$ cat config.mk
export PLATFORM = sky130hd
export DESIGN_NAME = rvm_mem_if
export DESIGN_NICKNAME = d
export VERILOG_FILES = /design/src/rtl/rvm_mem_if_pkg.sv /design/src/rtl/rvm_mem_align.sv /design/src/rtl/rvm_mem_if.sv
export SDC_FILE = /design/constraint.sdc
export NUM_CORES = 1
export LEC_CHECK = 0
export BUFFER_PORTS_ARGS = -buffer_cell sky130_fd_sc_hd__buf_2
export CORE_MARGIN = 1.5
export CORE_UTILIZATION = 45
export DETAILED_ROUTE_END_ITERATION = 16
export PLACE_DENSITY_LB_ADDON = 0.1
export SLEW_MARGIN = 25
export SYNTH_ARGS = -nofsm -noshare
export SYNTH_HDL_FRONTEND = slang
export SYNTH_SLANG_ARGS = --single-unit
$ cat constraint.sdc
create_clock -name clk -period 2.3 [get_ports clk]
set_input_delay 0.23 -clock clk [delete_from_list [all_inputs] [get_ports clk]]
set_output_delay 0.23 -clock clk [all_outputs]
set_load 0.02 [all_outputs]
$ cat src/rtl/rvm_mem_if_pkg.sv
// rvm_mem_if_pkg: access size and sequencer state encodings shared by the memory interface.
package rvm_mem_if_pkg;
    localparam logic [1:0] SIZE_B = 2'b00;
    localparam logic [1:0] SIZE_H = 2'b01;
    localparam logic [1:0] SIZE_W = 2'b10;
    typedef enum logic [1:0] {
        IDLE = 2'd0,
        ADDR = 2'd1,
        RESP = 2'd2,
        DONE = 2'd3
    } memif_state_e;
endpackage

$ cat src/rtl/rvm_mem_align.sv
// rvm_mem_align: byte-lane steering for stores, load extraction/extension and alignment check.
module rvm_mem_align
    import rvm_mem_if_pkg::*;
(
    input  logic [1:0]  chk_size,
    input  logic [1:0]  chk_addr,
    output logic        misaligned,
    input  logic [1:0]  size,
    input  logic        sign,
    input  logic [1:0]  addr,
    input  logic [31:0] wdata,
    input  logic [31:0] rdata,
    output logic [3:0]  strb,
    output logic [31:0] wdata_rep,
    output logic [31:0] rdata_ext
);
    logic [7:0]  lane_byte;
    logic [15:0] lane_half;
    always_comb begin
        misaligned = (chk_size == 2'b11) || (chk_size == SIZE_H && chk_addr[0]) || (chk_size == SIZE_W && chk_addr != 2'b00);
        lane_byte  = rdata[{addr, 3'b000} +: 8];
        lane_half  = addr[1] ? rdata[31:16] : rdata[15:0];
        strb       = size == SIZE_B ? 4'b0001 << addr : size == SIZE_H ? 4'b0011 << addr : 4'b1111;
        wdata_rep  = size == SIZE_B ? {4{wdata[7:0]}} : size == SIZE_H ? {2{wdata[15:0]}} : wdata;
        rdata_ext  = size == SIZE_B ? {{24{sign & lane_byte[7]}}, lane_byte}
                   : size == SIZE_H ? {{16{sign & lane_half[15]}}, lane_half} : rdata;
    end
endmodule

$ cat src/rtl/rvm_mem_if.sv
// rvm_mem_if: sequences one aligned load/store from the control FSM over a gnt/rvalid memory bus.
module rvm_mem_if
    import rvm_mem_if_pkg::*;
(
    input  logic        clk,
    input  logic        resetn,
    input  logic        ctrl_req,
    input  logic        ctrl_wen,
    input  logic [1:0]  ctrl_size,
    input  logic        ctrl_sign,
    input  logic [31:0] ctrl_addr,
    input  logic [31:0] ctrl_wdata,
    output logic        ctrl_done,
    output logic        ctrl_error,
    output logic [31:0] ctrl_rdata,
    output logic        mem_req,
    output logic [31:0] mem_addr,
    output logic        mem_wen,
    output logic [3:0]  mem_strb,
    output logic [31:0] mem_wdata,
    input  logic        mem_gnt,
    input  logic        mem_rvalid,
    input  logic [31:0] mem_rdata,
    input  logic        mem_err
);
    memif_state_e state_q, state_d;
    logic        wen_q, wen_d, sign_q, sign_d, err_q, err_d;
    logic [1:0]  size_q, size_d;
    logic [31:0] addr_q, addr_d, wdata_q, wdata_d, rdata_q, rdata_d;
    logic        misaligned;
    logic [3:0]  strb;
    logic [31:0] wdata_rep, rdata_ext;

    rvm_mem_align u_align (
        .chk_size   (ctrl_size),
        .chk_addr   (ctrl_addr[1:0]),
        .misaligned (misaligned),
        .size       (size_q),
        .sign       (sign_q),
        .addr       (addr_q[1:0]),
        .wdata      (wdata_q),
        .rdata      (mem_rdata),
        .strb       (strb),
        .wdata_rep  (wdata_rep),
        .rdata_ext  (rdata_ext)
    );

    always_comb begin
        state_d = state_q;
        wen_d   = wen_q;
        size_d  = size_q;
        sign_d  = sign_q;
        addr_d  = addr_q;
        wdata_d = wdata_q;
        err_d   = err_q;
        rdata_d = rdata_q;
        case (state_q)
            IDLE: if (ctrl_req) begin
                wen_d   = ctrl_wen;
                size_d  = ctrl_size;
                sign_d  = ctrl_sign;
                addr_d  = ctrl_addr;
                wdata_d = ctrl_wdata;
                err_d   = misaligned;
                state_d = misaligned ? DONE : ADDR;
            end
            ADDR: state_d = mem_gnt ? RESP : ADDR;
            RESP: if (mem_rvalid) begin
                state_d = DONE;
                err_d   = mem_err;
                rdata_d = (!wen_q && !mem_err) ? rdata_ext : rdata_q;
            end
            default: state_d = IDLE;
        endcase
    end

    always_ff @(posedge clk or negedge resetn) begin
        if (!resetn) begin
            state_q <= IDLE;
            wen_q   <= 1'b0;
            size_q  <= SIZE_B;
            sign_q  <= 1'b0;
            addr_q  <= '0;
            wdata_q <= '0;
            err_q   <= 1'b0;
            rdata_q <= '0;
        end else begin
            state_q <= state_d;
            wen_q   <= wen_d;
            size_q  <= size_d;
            sign_q  <= sign_d;
            addr_q  <= addr_d;
            wdata_q <= wdata_d;
            err_q   <= err_d;
            rdata_q <= rdata_d;
        end
    end

    // Bus and control outputs come only from registered request fields and state.
    assign mem_req    = state_q == ADDR;
    assign mem_addr   = {addr_q[31:2], 2'b00};
    assign mem_wen    = wen_q;
    assign mem_strb   = wen_q ? strb : 4'b0000;
    assign mem_wdata  = wdata_rep;
    assign ctrl_done  = state_q == DONE;
    assign ctrl_error = state_q == DONE && err_q;
    assign ctrl_rdata = rdata_q;
endmodule

* Word level (Yosys, flattened, before mapping) *
Cells that the tools add are included.

storage, ports and cells
  register bits = 103
  input port bits = 106
  output and inout port bits = 104
  word-level logic and storage cells = 54

cells by class
  eq/ne operators = 9
  shifts and indexed selects = 3
  mux-type cells = 16
  bitwise gates (word level) = 2
  reduce and logical (&&, ||, !) cells = 16

operators with widths
  operator             number
  $mux 32              4
  $shiftx 32x6->8      1
  $mux 16              1
  $mux 4               3
  $eq 2x2->1 const B   4
  $mux 2               4
  $eq 2x1->1 const B   3
  $pmux 2 s3           1
  $reduce_and 3->1     2
  $logic_and 1x1->1    4
  $logic_not 2->1      2
  $ne 2x2->1 const B   2
  $reduce_and 2->1     2
  $reduce_bool 2->1    2
  $shl 1x2->4 const A  1
  $shl 2x2->4 const A  1
  $and 1x1->1          2
  $logic_not 1->1      2
  $logic_or 1x1->1     2
  $mux 1               2
  $pmux 1 s2           1

* Longest topological paths before layout *
  depth in word-level cells = 7
  gate-level depth with buffers = 6
  mapped depth without buffers = 4

* Modules after synthesis *
Synthesis repeated with hierarchy kept, for this count alone.

unflattened totals
  cell total of the unflattened synthesis = 465
  area, all modules = 5,601.6 µm²

by module, submodules not included
  module         instances  cells an instance  area an instance (µm²)  seq. area each (µm²)
  rvm_mem_if     1          266                4,236.6                 2,577.5
  rvm_mem_align  1          199                1,365.1                 0.0

* Least setup slack after synthesis *
No wires, ideal clock.

  kind = register to output
  start point = register addr_q[1]
  end point = output mem_strb[2]
  data arrival time = 1.759 ns
  required time = 2.070 ns
  path slack = 0.311 ns
  stages on the path, launching flop included = 6
  path buffers = 1
  cell sequence = dfrtp_1 > buf_2 > clkinv_1 > ha_1 > mux2i_1 > a21boi_0

on the way
  longest elaborated chain between the ends = 4
  elaborated cells on any way between the ends = 5
  those cells by class = shift (2); mux (3)

RTL lines
  element                   line                 source
  start: declaration        rvm_mem_if.sv:29     logic [31:0] addr_q, addr_d, wdata_q, wdata_d, rdata_q, rdata_d;
  start signal: assignment  rvm_mem_if.sv:92     addr_q <= addr_d;
  $shl 2x2->4               rvm_mem_align.sv:23  strb = size == SIZE_B ? 4'b0001 << addr : size == SIZE_H ? 4'b0011 << addr : 4'b1111;
  $mux 4                    rvm_mem_align.sv:23
  $mux 4 (*)                rvm_mem_align.sv:23
  $mux 4 (*)                rvm_mem_if.sv:103    assign mem_strb = wen_q ? strb : 4'b0000;
  end: declaration          rvm_mem_if.sv:19     output logic [3:0] mem_strb,

Every way passes the cells marked *; elsewhere a longest branch is shown, timed or not.

* Worst setup path after layout *
  start point = register state_q[1]
  end point = register rdata_q[23] (netlist: ctrl_rdata[23])

on the way
  longest elaborated chain between the ends = 2

RTL lines
  element                            line              source
  start: declaration                 rvm_mem_if.sv:26  memif_state_e state_q, state_d;
  start signal: assignment           rvm_mem_if.sv:88  state_q <= state_d;
  $eq 2x2->1                         rvm_mem_if.sv:57  case (state_q)
  $reduce_and 3->1 (no source line)  -
  end signal: assignment             rvm_mem_if.sv:95  rdata_q <= rdata_d;
  end: declaration                   rvm_mem_if.sv:29

No other way between the ends.
A chain may end at the register's enable or synchronous reset.

==> impl_metrics.toml <==
[status]
status = "complete, no violations"

[clock_tree]
cts_tree = "yes"
cts.sinks = 103
clockRootBuffer = "clkbuf_16"
cts_buffer_depth = 2
cts_buffers = 9
cts-htree-levels = 3
clkLatencyLatePin_ns = 0.34
cts.clk_slew.worst_paths_ns = 0.07

[grt]
grt_use_total = 0.216
grt_start_max_net_pins = 68
grt_overflow = 0
antenna_found_initial = 0
grt_pass1_vias = 4114
grt_pass1_wl_um = 21100

[power_and_ir_drop]
ir_drop_mv = 0.774
total_power_mw = 10.4
leakagePower_nw = 3.15
power.density_nw_per_um2 = 1600

[final_layout]
fin_nets = 732
num_antenna_cells = 0
syn2layout_area_growth_pct = 24.4
final_cell_mix = "buf_2, dfrtp_1, mux2_2"
post-route-util = 0.574
final_common_cell = "buf_2"
multiInputGateArea_um2 = 2250
fillers = 1015
drive_gt1_frac = 0.539
ff_latch_area_um2 = 2580

[sta]
skew_ns = 0.00536
period_needed_ns = 2.17
rsz0062_at_grt = "false"
finalMaxSlewViolations = 0
worst_pin_slew_ns = 0.722
max_slew_margin = 0.518
fin_tns_setup_ns = 0
fin_crit_sh = 0.944
hold_viol = 0
setup_viol = 0
fmax_mhz = 461

[yosys]
synth_top_area_cell = "dfrtp_1"
synth_top_cells_by_area = "dfrtp_1, mux2_2, buf_4"
yosys_most_used_dff = "dfrtp_1"
yosys_warnings = 0
synth_top_cell_area_share = 0.492
ys_ff_latch = 103
synth_edf_count = 0
syn_inst = 456
syn_area_per_cell_um2 = 11.5
synth.distinct_cells = 38
syn-cell-area_um2 = 5240
async_flop_share = 1.00
yosysSeqAreaShare = 0.492

[worst_hold_path]
holdPathStages = 2
hold_path.class = "primary input to flip-flop"
worstHoldStart = "ctrl_addr[24]"
min_to = "addr_q[24]"

[floorplanning]
die_y_um = 111
die_area_um2 = 12300
rows = 39
initial_core_util = 0.461
fp.coreArea_um2 = 11400
die-width_um = 111
num_io_pins = 210

[route]
drc = 0
via_per_inst = 5.24
wirelength_um = 13000
vias = 4036
postRouteAntennaNets = 0
drtPass1Iterations = 6
drt_iter0_drc = 166
routedWlPerCell_um = 16.9

[placed_design]
dp_hpwl_um = 9460
port_buffers = 207
gp_congestion = 0.788

[critical_path]
cp.required_ns = 2.49
r2r-end = "ctrl_rdata[23]"
startpoint_type = "flip-flop"
rr_startpoint = "state_q[1]"
critical_path.max_fanout = 23
rrSetupSlack_ns = 0.13
setup.worst_path.class = "flip-flop to flip-flop"
cp_data_arrival_time_ns = 2.36
r2r_cells = 4
end_kind = "flip-flop"

[job]
drv_cap = 0
cells in the mapped netlist, types with 3 or more instances:
library cell and count:
dfrtp_1 103, mux2_2 84, nand2_1 45, buf_4 40, nor2_1 32, a21oi_1 27, clkbuf_1 18, mux2i_1 17
o21ai_0 12, mux4_2 8, nand3_1 8, a221oi_1 7, a22o_1 7, or3_1 7, buf_2 6, ha_1 4
and3_1 3, inv_1 3
per-stage QoR:
stage               instances  worst slack [ns]  instance area [µm²]  hold WS [ns]
floorplan                 457             0.311                 5250       -0.0656
global placement          753             0.267                 6190         0.155
detailed placement        753             0.179                 6190         0.152
CTS                       770            0.0956                 6520        0.0932
global route              770           0.00640                 6520        0.0958
finish                    770             0.129                 6520         0.110
flip-flops by register name, indices dropped and copies added, names as in the netlist:
name        flops
addr_q         32
ctrl_rdata     32
err_q           1
mem_wen         1
sign_q          1
size_q          2
state_q         2
wdata_q        32
worst max path at each step:
stage | from | endpoint | slack, ns | cells after the start
after floorplan | addr_q[1] | mem_strb[2] | 0.31 | 5
after global placement | state_q[1] | ctrl_rdata[20] | 0.27 | 4
after detailed placement | state_q[1] | ctrl_rdata[23] | 0.18 | 4
after CTS | addr_q[1] | mem_strb[1] | 0.1 | 4
after global routing | state_q[1] | ctrl_rdata[23] | 0.006 | 4
final | state_q[1] | ctrl_rdata[23] | 0.13 | 4
layout make-up:
cell class	instances	area share
flip-flops and latches	103	0.396
repair buffers	221	0.180
well taps	143	0.0274
inverters	5	0.00288
multi-input cells	282	0.345
clock inverters	7	0.0150
clock buffers	9	0.0345
repair_timing:
item / 4_1_cts / 5_1_grt
hold endpoints to repair: 21 / 0
endpoints found under the setup margin: 0 / 1
hold buffers: 1 / 0
gates resized for setup: 0 / 1
buffers inserted: 0 / 0
per-layer routing:
metal | global-route usage | share of wire | vias to the layer above
met5 | 0 | 0 | -
met4 | 0.0855 | 0.017 | 0
met3 | 0.0552 | 0.083 | 15
met2 | 0.341 | 0.47 | 176
met1 | 0.287 | 0.43 | 1939
li1 | - | - | 1906
logic make-up after synthesis:
kind of cell               synth area share
AOI/OAI and AO/OA                    0.0824
adders and majority gates           0.00955
other                              0.000715
muxes                                 0.247
buffers and inverters                0.0831
and+or+nand+nor                      0.0852
DFF                                   0.492
power breakdown:
group	internal [mW]	switching, mW
logic	2.29	3.11
clock network	0.955	0.675
registers	2.74	0.674
total	5.99	4.46
worst max-delay path, cell delays in order, from the launching register on:
cell	delay, ns
dfrtp_1	0.48
inv_2	0.13
or4_4	0.70
a31oi_4	0.54
a21oi_1	0.16
(Power assumes the default switching activity.)
